--- config.mk ---
export PLATFORM = sky130hd
export DESIGN_NAME = vend_sequencer
export DESIGN_NICKNAME = d
export VERILOG_FILES = /design/src/rtl/vend_sequencer_pkg.sv /design/src/rtl/vend_sequencer_idle_timer.sv /design/src/rtl/vend_sequencer.sv
export SDC_FILE = /design/constraint.sdc
export NUM_CORES = 1
export LEC_CHECK = 0
export CORE_UTILIZATION = 50
export DETAILED_ROUTE_END_ITERATION = 16
export GPL_TIMING_DRIVEN = 1
export PLACE_DENSITY = 0.78
export RECOVER_POWER = 25
export SLEW_MARGIN = 5
export SYNTH_ARGS = -nofsm -noshare
export SYNTH_HDL_FRONTEND = slang
export SYNTH_HIERARCHICAL = 1
export SYNTH_SLANG_ARGS = --single-unit
--- constraint.sdc ---
create_clock -name clk -period 2.82 [get_ports clk]
set_input_delay 0.564 -clock clk [delete_from_list [all_inputs] [get_ports clk]]
set_output_delay 0.564 -clock clk [all_outputs]
set_load 0.02 [all_outputs]
--- src/rtl/vend_sequencer_pkg.sv ---
// rtl/vend_sequencer_pkg.sv - shared state encodings and coin values for the vending sequencer
// Purpose : common definitions imported by the sequencer top, its timer and the bench.
// Contents: state_t (IDLE/ACCUM/VEND/CHANGE), coin values in nickels.
package vend_sequencer_pkg;

  typedef enum logic [1:0] {
    ST_IDLE   = 2'd0,
    ST_ACCUM  = 2'd1,
    ST_VEND   = 2'd2,
    ST_CHANGE = 2'd3
  } state_t;

  localparam int COIN_N = 1;
  localparam int COIN_D = 2;

endpackage

--- src/rtl/vend_sequencer_idle_timer.sv ---
// rtl/vend_sequencer_idle_timer.sv - saturating inactivity counter for the ACCUM state
// Purpose : counts enabled cycles and flags when the count sits at TIMEOUT-1.
// Ports   : clk, rst (async, active high)
//           clr_i    - return count to zero (wins over en_i)
//           en_i     - advance count by one, saturating at TIMEOUT-1
//           expire_o - count equals TIMEOUT-1
module vend_idle_timer #(
  parameter int TIMEOUT = 1000
) (
  input  logic clk,
  input  logic rst,
  input  logic clr_i,
  input  logic en_i,
  output logic expire_o
);

  localparam int W = (TIMEOUT > 1) ? $clog2(TIMEOUT) : 1;
  localparam logic [W-1:0] LAST = W'(TIMEOUT - 1);

  logic [W-1:0] count_q;
  logic [W-1:0] count_d;

  always_comb begin
    count_d = count_q;
    if (clr_i) begin
      count_d = '0;
    end else if (en_i && (count_q != LAST)) begin
      count_d = count_q + W'(1);
    end
  end

  always_ff @(posedge clk or posedge rst) begin
    if (rst) begin
      count_q <= '0;
    end else begin
      count_q <= count_d;
    end
  end

  assign expire_o = (count_q == LAST);

endmodule

--- src/rtl/vend_sequencer.sv ---
// rtl/vend_sequencer.sv - coin credit accumulator, vend handshake and nickel change payout
// Purpose : accumulates nickel/dime credit, requests a vend, pays change one nickel at a time,
//           handles cancel, inactivity timeout and over-credit coin rejection.
// Ports   : clk, reset (async, active high)
//           N, D        - one-cycle coin pulses (nickel, dime)
//           cancel      - refund request
//           vend_ack    - dispenser done pulse
//           chg_ack     - hopper ejected one nickel pulse
//           vend_req    - high in VEND
//           chg_req     - high in CHANGE
//           coin_reject - one-cycle pulse, last coin returned
//           credit      - current credit in nickels
//           busy        - high in VEND or CHANGE
module vend_sequencer
  import vend_sequencer_pkg::*;
#(
  parameter int PRICE    = 3,
  parameter int MAX_CRED = 7,
  parameter int TIMEOUT  = 1000,
  parameter int CW       = 4
) (
  input  logic          clk,
  input  logic          reset,
  input  logic          N,
  input  logic          D,
  input  logic          cancel,
  input  logic          vend_ack,
  input  logic          chg_ack,
  output logic          vend_req,
  output logic          chg_req,
  output logic          coin_reject,
  output logic [CW-1:0] credit,
  output logic          busy
);

  localparam logic [CW-1:0] PRICE_C = CW'(PRICE);
  localparam logic [CW-1:0] MAX_C   = CW'(MAX_CRED);
  localparam logic [CW-1:0] ONE_C   = CW'(1);

  state_t        state_q, state_d;
  logic [CW-1:0] credit_q, credit_d;
  logic          rej_q, rej_d;

  logic [CW-1:0] coin_v;
  logic [CW-1:0] cn;
  logic [CW-1:0] c_eff;
  logic [CW-1:0] rem;
  logic          both;
  logic          over;
  logic          coin_ok;
  logic          timeout_hit;
  logic          tmr_clr;
  logic          tmr_en;
  logic          tmr_expire;

  vend_idle_timer #(
    .TIMEOUT (TIMEOUT)
  ) u_timer (
    .clk      (clk),
    .rst      (reset),
    .clr_i    (tmr_clr),
    .en_i     (tmr_en),
    .expire_o (tmr_expire)
  );

  always_comb begin
    state_d     = state_q;
    credit_d    = credit_q;
    rej_d       = 1'b0;
    coin_v      = '0;
    c_eff       = credit_q;
    rem         = credit_q - PRICE_C;
    coin_ok     = 1'b0;
    timeout_hit = 1'b0;

    // Two coins in one cycle cannot be credited unambiguously; both go back.
    both = N & D;
    if (N && !D) begin
      coin_v = CW'(COIN_N);
    end else if (D && !N) begin
      coin_v = CW'(COIN_D);
    end
    cn   = credit_q + coin_v;
    over = (cn > MAX_C);

    case (state_q)
      ST_IDLE, ST_ACCUM: begin
        if (both || over) begin
          rej_d = 1'b1;
        end else begin
          c_eff = cn;
        end
        coin_ok     = (coin_v != '0) && !over;
        credit_d    = c_eff;
        timeout_hit = (state_q == ST_ACCUM) && tmr_expire;
        if ((cancel || timeout_hit) && (c_eff != '0)) begin
          state_d = ST_CHANGE;
        end else if (c_eff >= PRICE_C) begin
          state_d = ST_VEND;
        end else if (c_eff != '0) begin
          state_d = ST_ACCUM;
        end else begin
          state_d = ST_IDLE;
        end
      end
      ST_VEND: begin
        rej_d = N | D;
        if (vend_ack) begin
          credit_d = rem;
          state_d  = (rem != '0) ? ST_CHANGE : ST_IDLE;
        end
      end
      ST_CHANGE: begin
        rej_d = N | D;
        // Zero credit here can only come from a corrupted register; just leave.
        if (credit_q == '0) begin
          state_d = ST_IDLE;
        end else if (chg_ack) begin
          credit_d = credit_q - ONE_C;
          if (credit_q == ONE_C) begin
            state_d = ST_IDLE;
          end
        end
      end
      default: begin
        state_d  = ST_IDLE;
        credit_d = '0;
      end
    endcase

    // Idle time restarts on every accepted coin and whenever ACCUM is not held.
    tmr_clr = (state_q != ST_ACCUM) || (state_d != ST_ACCUM) || coin_ok;
    tmr_en  = !tmr_clr;
  end

  always_ff @(posedge clk or posedge reset) begin
    if (reset) begin
      state_q  <= ST_IDLE;
      credit_q <= '0;
      rej_q    <= 1'b0;
    end else begin
      state_q  <= state_d;
      credit_q <= credit_d;
      rej_q    <= rej_d;
    end
  end

  assign vend_req    = (state_q == ST_VEND);
  assign chg_req     = (state_q == ST_CHANGE);
  assign busy        = (state_q == ST_VEND) || (state_q == ST_CHANGE);
  assign coin_reject = rej_q;
  assign credit      = credit_q;

endmodule

# [Yosys cells after proc, flatten, opt, wreduce, memory -nomap -nowiden]
# Index checks and enable logic that the tools add are counted.
# Widths: inputs -> output; s select.
[totals] output_inout_bits=8 mem_count=0 register_bits=17 mem_bits_ro=0 latch_bits=0 mem_bits_rw=0 in_bits=7
[classes] multipliers=0 shifts=0 addsub=4 n_div=0 bitwise=2 muxes=22 order_cmp=2 n_eq_ne=11 reduce_logical=24
[ops] op="$mux 10" n=2
[ops] op="$mux 4" n=5
[ops] op="$mux 2" n=9
[ops] op="$pmux 4 s3" n=1
[ops] op="$reduce_bool 4->1" n=3
[ops] op="$add 10x1->10 const B" n=1
[ops] op="$eq 10x10->1 const B" n=1
[ops] op="$ne 10x10->1 const B" n=1
[ops] op="$logic_and 1x1->1" n=6
[ops] op="$ne 2x2->1 const B" n=3
[ops] op="$pmux 2 s3" n=1
[ops] op="$logic_or 1x1->1" n=5
[ops] op="$add 4x4->4" n=1
[ops] op="$eq 2x2->1 const B" n=2
[ops] op="$eq 4x1->1 const B" n=1
[ops] op="$ge 4x2->1 const B" n=1
[ops] op="$gt 4x3->1 const B" n=1
[ops] op="$logic_not 1->1" n=4
[ops] op="$logic_not 4->1" n=1
[ops] op="$ne 2x1->1 const B" n=2
[ops] op="$reduce_or 2->1" n=2
[ops] op="$sub 4x1->4 const B" n=1
[ops] op="$sub 4x2->4 const B" n=1
[ops] op="$mux 1" n=3
[ops] op="7 further kinds" n=7

# [Longest topological paths before layout]
# Gate-level depths: netlist of run 1.
[logic_depth] ltp_word=21 depth_mapped=14

# [Hierarchy]
# The synthesis of run 1 kept the hierarchy.
[by_module_without_submodules] module="vend_sequencer" cells_per_inst=102 area_per_inst_um2=834.6 n_inst=1
[by_module_without_submodules] module="vend_idle_timer" cells_per_inst=59 area_per_inst_um2=559.3 n_inst=1

# [Least setup slack after synthesis of run 1]
# No wires, ideal clock.
[synth_timing] path_kind="input-to-reg" from="input port N" to="register u_timer.count_q[6]" setup_time_ns=0.078 required_ns=2.742 n_path_buf=1 stages=11 path_slack_ns=-0.287 arrival_time_ns=3.029 cell_sequence="inv_1 ha_1 ha_1 a21o_1 a221oi_4 mux2i_1 and3_1 buf_2 nand2_1 or4_1 a21oi_1"
[synth_via] elab_chain_cells=20 word_cells_on_any_way=29 classes_between="add/sub: 1; order compare: 2; eq/ne: 1; mux: 10; bitwise: 1; reduce/logical: 14"
[synth_lines] item="from (decl)" line_no="vend_sequencer.sv:24" source="input logic N,"
[synth_lines] item="parallel branches: the longest is 16 deep, another holds $add 4x4->4"
[synth_lines] item="$logic_or 1x1->1 (*)" line_no="vend_sequencer.sv:132" source="tmr_clr = (state_q != ST_ACCUM) || (state_d != ST_ACCUM) || coin_ok;"
[synth_lines] item="$logic_not 1->1 (*)" line_no="vend_sequencer.sv:133" source="tmr_en = !tmr_clr;"
[synth_lines] item="net tmr_en" line_no="vend_sequencer.sv:53" source="logic tmr_en;"
[synth_lines] item="$logic_and 1x1->1 (*)" line_no="vend_sequencer_idle_timer.sv:27" source="end else if (en_i && (count_q != LAST)) begin"
[synth_lines] item="$reduce_bool 2->1 (no line) (*)"
[synth_lines] item="to (signal assigned)" line_no="vend_sequencer_idle_timer.sv:36" source="count_q <= count_d;"
[synth_lines] item="to (decl)" line_no="vend_sequencer_idle_timer.sv:20" source="logic [W-1:0] count_q;"
# Mark *: on every way through the listed nets, which the timed path passes. The select of a mux whose other input is x is not followed.
# A chain may end at the register's enable or synchronous reset.

# [Worst setup path after layout of run 1]
[layout_timing] from="input port N" to="register u_timer.count_q[8]"
# The elaborated chain is that of the path after synthesis.

==> results of run 1 <==
==> sequential cells by signal, indices dropped and copies added, names as in the netlist <==
name             cells
state_q              2
u_timer/count_q     10
coin_reject          1
credit               4
==> per-layer routing <==
layer | track usage, % | part of all wire [%]
met5 | 0 | 0
met4 | 11.5 | 2.6
met3 | 4.17 | 6.7
met2 | 53.6 | 47
met1 | 40.1 | 44
==> cell usage in the layout, fill, tap and decap left out, types with 2 or more instances in the layout <==
cell type / n
sky130_fd_sc_hd__a21oi_1: 6
sky130_fd_sc_hd__a21oi_2: 3
sky130_fd_sc_hd__buf_4: 32
sky130_fd_sc_hd__buf_6: 6
sky130_fd_sc_hd__clkbuf_4: 3
sky130_fd_sc_hd__clkdlybuf4s50_1: 11
sky130_fd_sc_hd__dfrtp_1: 17
sky130_fd_sc_hd__ha_1: 7
sky130_fd_sc_hd__ha_4: 4
sky130_fd_sc_hd__inv_1: 9
sky130_fd_sc_hd__inv_2: 2
sky130_fd_sc_hd__mux2i_2: 2
sky130_fd_sc_hd__nand2_1: 10
sky130_fd_sc_hd__nand2b_1: 4
sky130_fd_sc_hd__nand3_1: 6
sky130_fd_sc_hd__nand3_2: 2
sky130_fd_sc_hd__nand3b_1: 4
sky130_fd_sc_hd__nand4_1: 4
sky130_fd_sc_hd__nor2_1: 7
sky130_fd_sc_hd__nor2b_1: 3
sky130_fd_sc_hd__nor3_1: 5
sky130_fd_sc_hd__o211ai_1: 2
sky130_fd_sc_hd__o21ai_0: 7
sky130_fd_sc_hd__o221ai_1: 4
sky130_fd_sc_hd__o31ai_1: 4
sky130_fd_sc_hd__or3_1: 2
sky130_fd_sc_hd__or4_1: 3
sky130_fd_sc_hd__or4_4: 3
sky130_fd_sc_hd__xor2_1: 2
==> through the flow <==
| step | instance area [um^2] | cells | hold WS [ns] | setup TNS (ns) | util [%] |
|---|---|---|---|---|---|
| after CTS | 1930 | 236 | 0.550 | 0 | 75.8 |
| after floorplan | 1450 | 161 | 0.367 | -0.479 | - |
| after global placement | 1800 | 226 | 0.535 | -6.34 | 70.7 |
| after detailed placement | 1800 | 226 | 0.549 | -7.66 | 70.7 |
| after global routing | 2020 | 239 | 0.616 | -1.19 | 79.4 |
| final | 2020 | 239 | 0.588 | -0.398 | 79.4 |
==> final cells by class <==
cell class / instances / area (um^2)
Clock buffer: 3 / 22.5
Clock inverter: 1 / 5.00
Fill cell: 151 / 526
Inverter: 13 / 61.3
Multi-Input combinational cell: 124 / 1020
Sequential cell: 17 / 425
Tap cell: 30 / 37.5
Timing Repair Buffer: 51 / 443
==> what timing repair did <==
action,4_1_cts,5_1_grt
setup buffers,6,3
pin swaps,9,14
resized for setup,25,14
hold buffers,0,0
endpoints found under the setup margin,10,10
==> how the worst min path moves through the flow <==
stage,from,cells past startpoint,to,slack (ns)
floorplan,reset,1,coin_reject,0.37
global placement,u_timer/count_q[9],2,u_timer/count_q[9],0.54
detailed placement,u_timer/count_q[9],2,u_timer/count_q[9],0.55
CTS,reset,2,state_q[0],0.55
global route,u_timer/count_q[7],2,u_timer/count_q[7],0.62
finish,u_timer/count_q[7],2,u_timer/count_q[7],0.59
==> critical path: cells and delay by family <==
family	cells	cell delay [ns]
buf+inv	4	0.34
simple gates	3	0.83
mux	1	0.32
compound gates	3	0.73
fa+ha+maj	2	0.37
==> logic make-up (layout without fill, tap and decap cells) <==
kind of cell | Yosys count | count (layout)
AND/OR/NAND/NOR | 61 | 61
flip-flops | 17 | 17
XOR/XNOR | 3 | 3
adder cells (fa/ha/maj) | 13 | 13
AO/OA/AOI/OAI | 44 | 44
buffers and inverters | 20 | 68
multiplexers | 3 | 3
==> power by group through the flow <==
stage / Combinational, uW / Sequential, uW / Clock [uW]
5_1_grt: 1360 / 350 / 155
4_1_cts: 1160 / 342 / 141
2_1_floorplan: 602 / 397 / 0
3_5_place_dp: 1080 / 342 / 0
3_3_place_gp: 1030 / 340 / 0
6_report: 1270 / 348 / 141
==> qor.log, run 1 <==
INFO  outcome        status=finished, violations left
INFO  outcome        failed_checks=setup timing
INFO  floorplan      die_area=0.00300mm^2
INFO  place          port_buffers=14
INFO  synthesis      post_synth_xor_area_fraction=1.89%
INFO  timing         timing.fmax=343MHz
INFO  pwr            sw_frac_of_total=46.4%
INFO  synthesis      asyncSetResetFlopFracSynth=100%
INFO  synthesis      yosysWarningCount=6
INFO  synthesis      synth_enable_flop_cells=0
INFO  synthesis      seq_area_frac_synth=30.5%
INFO  synthesis      yosys.area_share.adder=12.0%
INFO  clock_tree     clk_pin_slew_worst_paths=0.12ns
INFO  worst_setup_path path_cells=buf_8 -> buf_6 -> inv_12 -> ha_4 -> ha_4 -> a21o_4 -> a221oi_4 -> mux2i_2 -> and3_4 -> buf_6 -> nand2_4 -> or4_4 -> a21oi_2
INFO  synthesis      syn_area_per_cell=8.66um^2
INFO  timing         finalSetupViolations=8
INFO  pwr            clkPwrFrac=8.0%
INFO  detailed_routing detailroute.via_count=1555
INFO  detailed_routing detail_route.drc_violations=0
INFO  finish         drive_above_1_share=34.4%
INFO  clock_tree     number_of_buffers_created_by_cts=3
INFO  synthesis      mappedNetlistArea=0.00139mm^2
INFO  worst_setup_path crit_path_start_kind=input port
INFO  synthesis      synth_simple_gate_area_share=24.1%
INFO  detailed_routing wl_per_cell=19.0um
INFO  detailed_routing totalWireLength=4550um
INFO  worst_setup_path critical-path-max-stage-delay=0.53ns
INFO  timing         finClkSkew=0.00752ns
INFO  worst_setup_path worstSetupPathType=input port to flop
INFO  floorplan      fp-row-count=18
INFO  synthesis      dominantRegCellSynth=sky130_fd_sc_hd__dfrtp_1
INFO  worst_setup_path worstPathMaxFanout=3
INFO  synthesis      muxShareOfSynthArea=2.15%
INFO  detailed_routing antenna_left=0
INFO  worst_setup_path cp.required=3.05ns
INFO  synthesis      yosys_register_bits=17
INFO  clock_tree     cts.htree.levels=1
INFO  pwr            power-per-cell-area=872mW/mm^2
INFO  job            maxcap_viol_count=0
INFO  detailed_routing drtIter0Drc=102
INFO  pwr            power.net_switching=816uW
INFO  grt            first_global_vias=1467
INFO  synthesis      yosysMostFrequentCell=sky130_fd_sc_hd__dfrtp_1
INFO  floorplan      start_util=54.8%
INFO  timing         max_slew.worst_pin.slew=0.704ns
INFO  grt            grt_first_pass_wirelength=6670um
INFO  pwr            share_seq_of_total_power=19.7%
INFO  clock_tree     root_buffer=sky130_fd_sc_hd__clkbuf_4
INFO  pwr            share_comb_of_total_power=72.3%
INFO  min_path       timing.hold.worst.class=flop to flop
INFO  timing         slew_headroom=52.8%
INFO  clock_tree     clock-sinks=17
INFO  clock_tree     clock_tree.buffer_depth=2
INFO  worst_setup_path critical_path.reg2reg.startpoint=credit[1]
INFO  timing         fin_crit_sh=103%
INFO  detailed_routing drt_pre_antenna_iters=5
INFO  place          detailed_place_hpwl=2850um
INFO  grt            globalRouteTotalUtil=31.5%
INFO  clock_tree     clock_network_latency_to_the_later_pin_of_the_worst_skew_pair=0.30ns
INFO  detailed_routing post_drt_via_cell_ratio=6.51
INFO  worst_setup_path reg_to_reg_slack_setup=0.02ns
INFO  place          pre_cts_slack=-0.823ns
INFO  pwr            report.power.total=1760uW
INFO  floorplan      design.core.area=0.00254mm^2
INFO  synthesis      postSynthCellCount=161
INFO  grt            antenna_found_initial=0
INFO  timing         maxSlewViolCount=0
INFO  pwr            internal_power=944uW
INFO  timing         rsz0062_at_grt=true
INFO  floorplan      chipWidth=54.8um
INFO  worst_setup_path slowest_stage=sky130_fd_sc_hd__or4_4
INFO  synthesis      netlist.top_cell.by_area=sky130_fd_sc_hd__dfrtp_1
INFO  grt            gr-total-overflow=0
INFO  synthesis      synth.net_count=180
INFO  grt            grt_max_degree=13
INFO  finish         finish.net_count=229
INFO  worst_setup_path logic_depth_of_the_worst_register_to_register_path=9
INFO  worst_setup_path critical_path_origin=N
INFO  synthesis      number_of_distinct_standard_cells_referenced_by_the_synthesized_netlist=49
INFO  synthesis      synth-compound-area-share=23.3%
INFO  place          place_congestion=0.888
INFO  worst_setup_path destination_of_the_critical_timing_path=u_timer/count_q[8]
INFO  floorplan      boundaryPins=15
INFO  synthesis      post_synth_most_frequent_cells=sky130_fd_sc_hd__dfrtp_1 (17), sky130_fd_sc_hd__inv_1 (12), sky130_fd_sc_hd__ha_1 (11), sky130_fd_sc_hd__nand2_1 (11)
INFO  finish         area_growth=44.9%
INFO  worst_setup_path critical_path.reg2reg.endpoint=u_timer/count_q[8]
INFO  timing         timing.final.ws_setup=-0.0973ns
INFO  pwr            leakage=0.000835uW
INFO  synthesis      netlist.area_leader.share=30.5%
INFO  timing         finalCriticalPeriod=2.92ns
INFO  timing         number_of_hold_violations_in_the_final_report=0
INFO  floorplan      die_height=54.8um
INFO  worst_setup_path critical_path.endpoint_type=flop
INFO  synthesis      synth_area_leaders=sky130_fd_sc_hd__dfrtp_1 (31%), sky130_fd_sc_hd__ha_1 (9.9%), sky130_fd_sc_hd__a21oi_1 (3.2%)
INFO  worst_setup_path cp.arrival=3.15ns
INFO  synthesis      synth_top_family_by_area=simple AND/OR/NAND/NOR gates
INFO  pwr            peakVddDrop=0.956mV
INFO  finish         antennaDiodeCount=0
INFO  clock_tree     cts_tree=yes
(Power assumes the default switching activity.)
==> run 2: changes to the inputs <==
SKIP_LAST_GASP = 1   (was default)
==> results of run 2 <==
Final layout, timing and power as in run 1 (identical DEF).
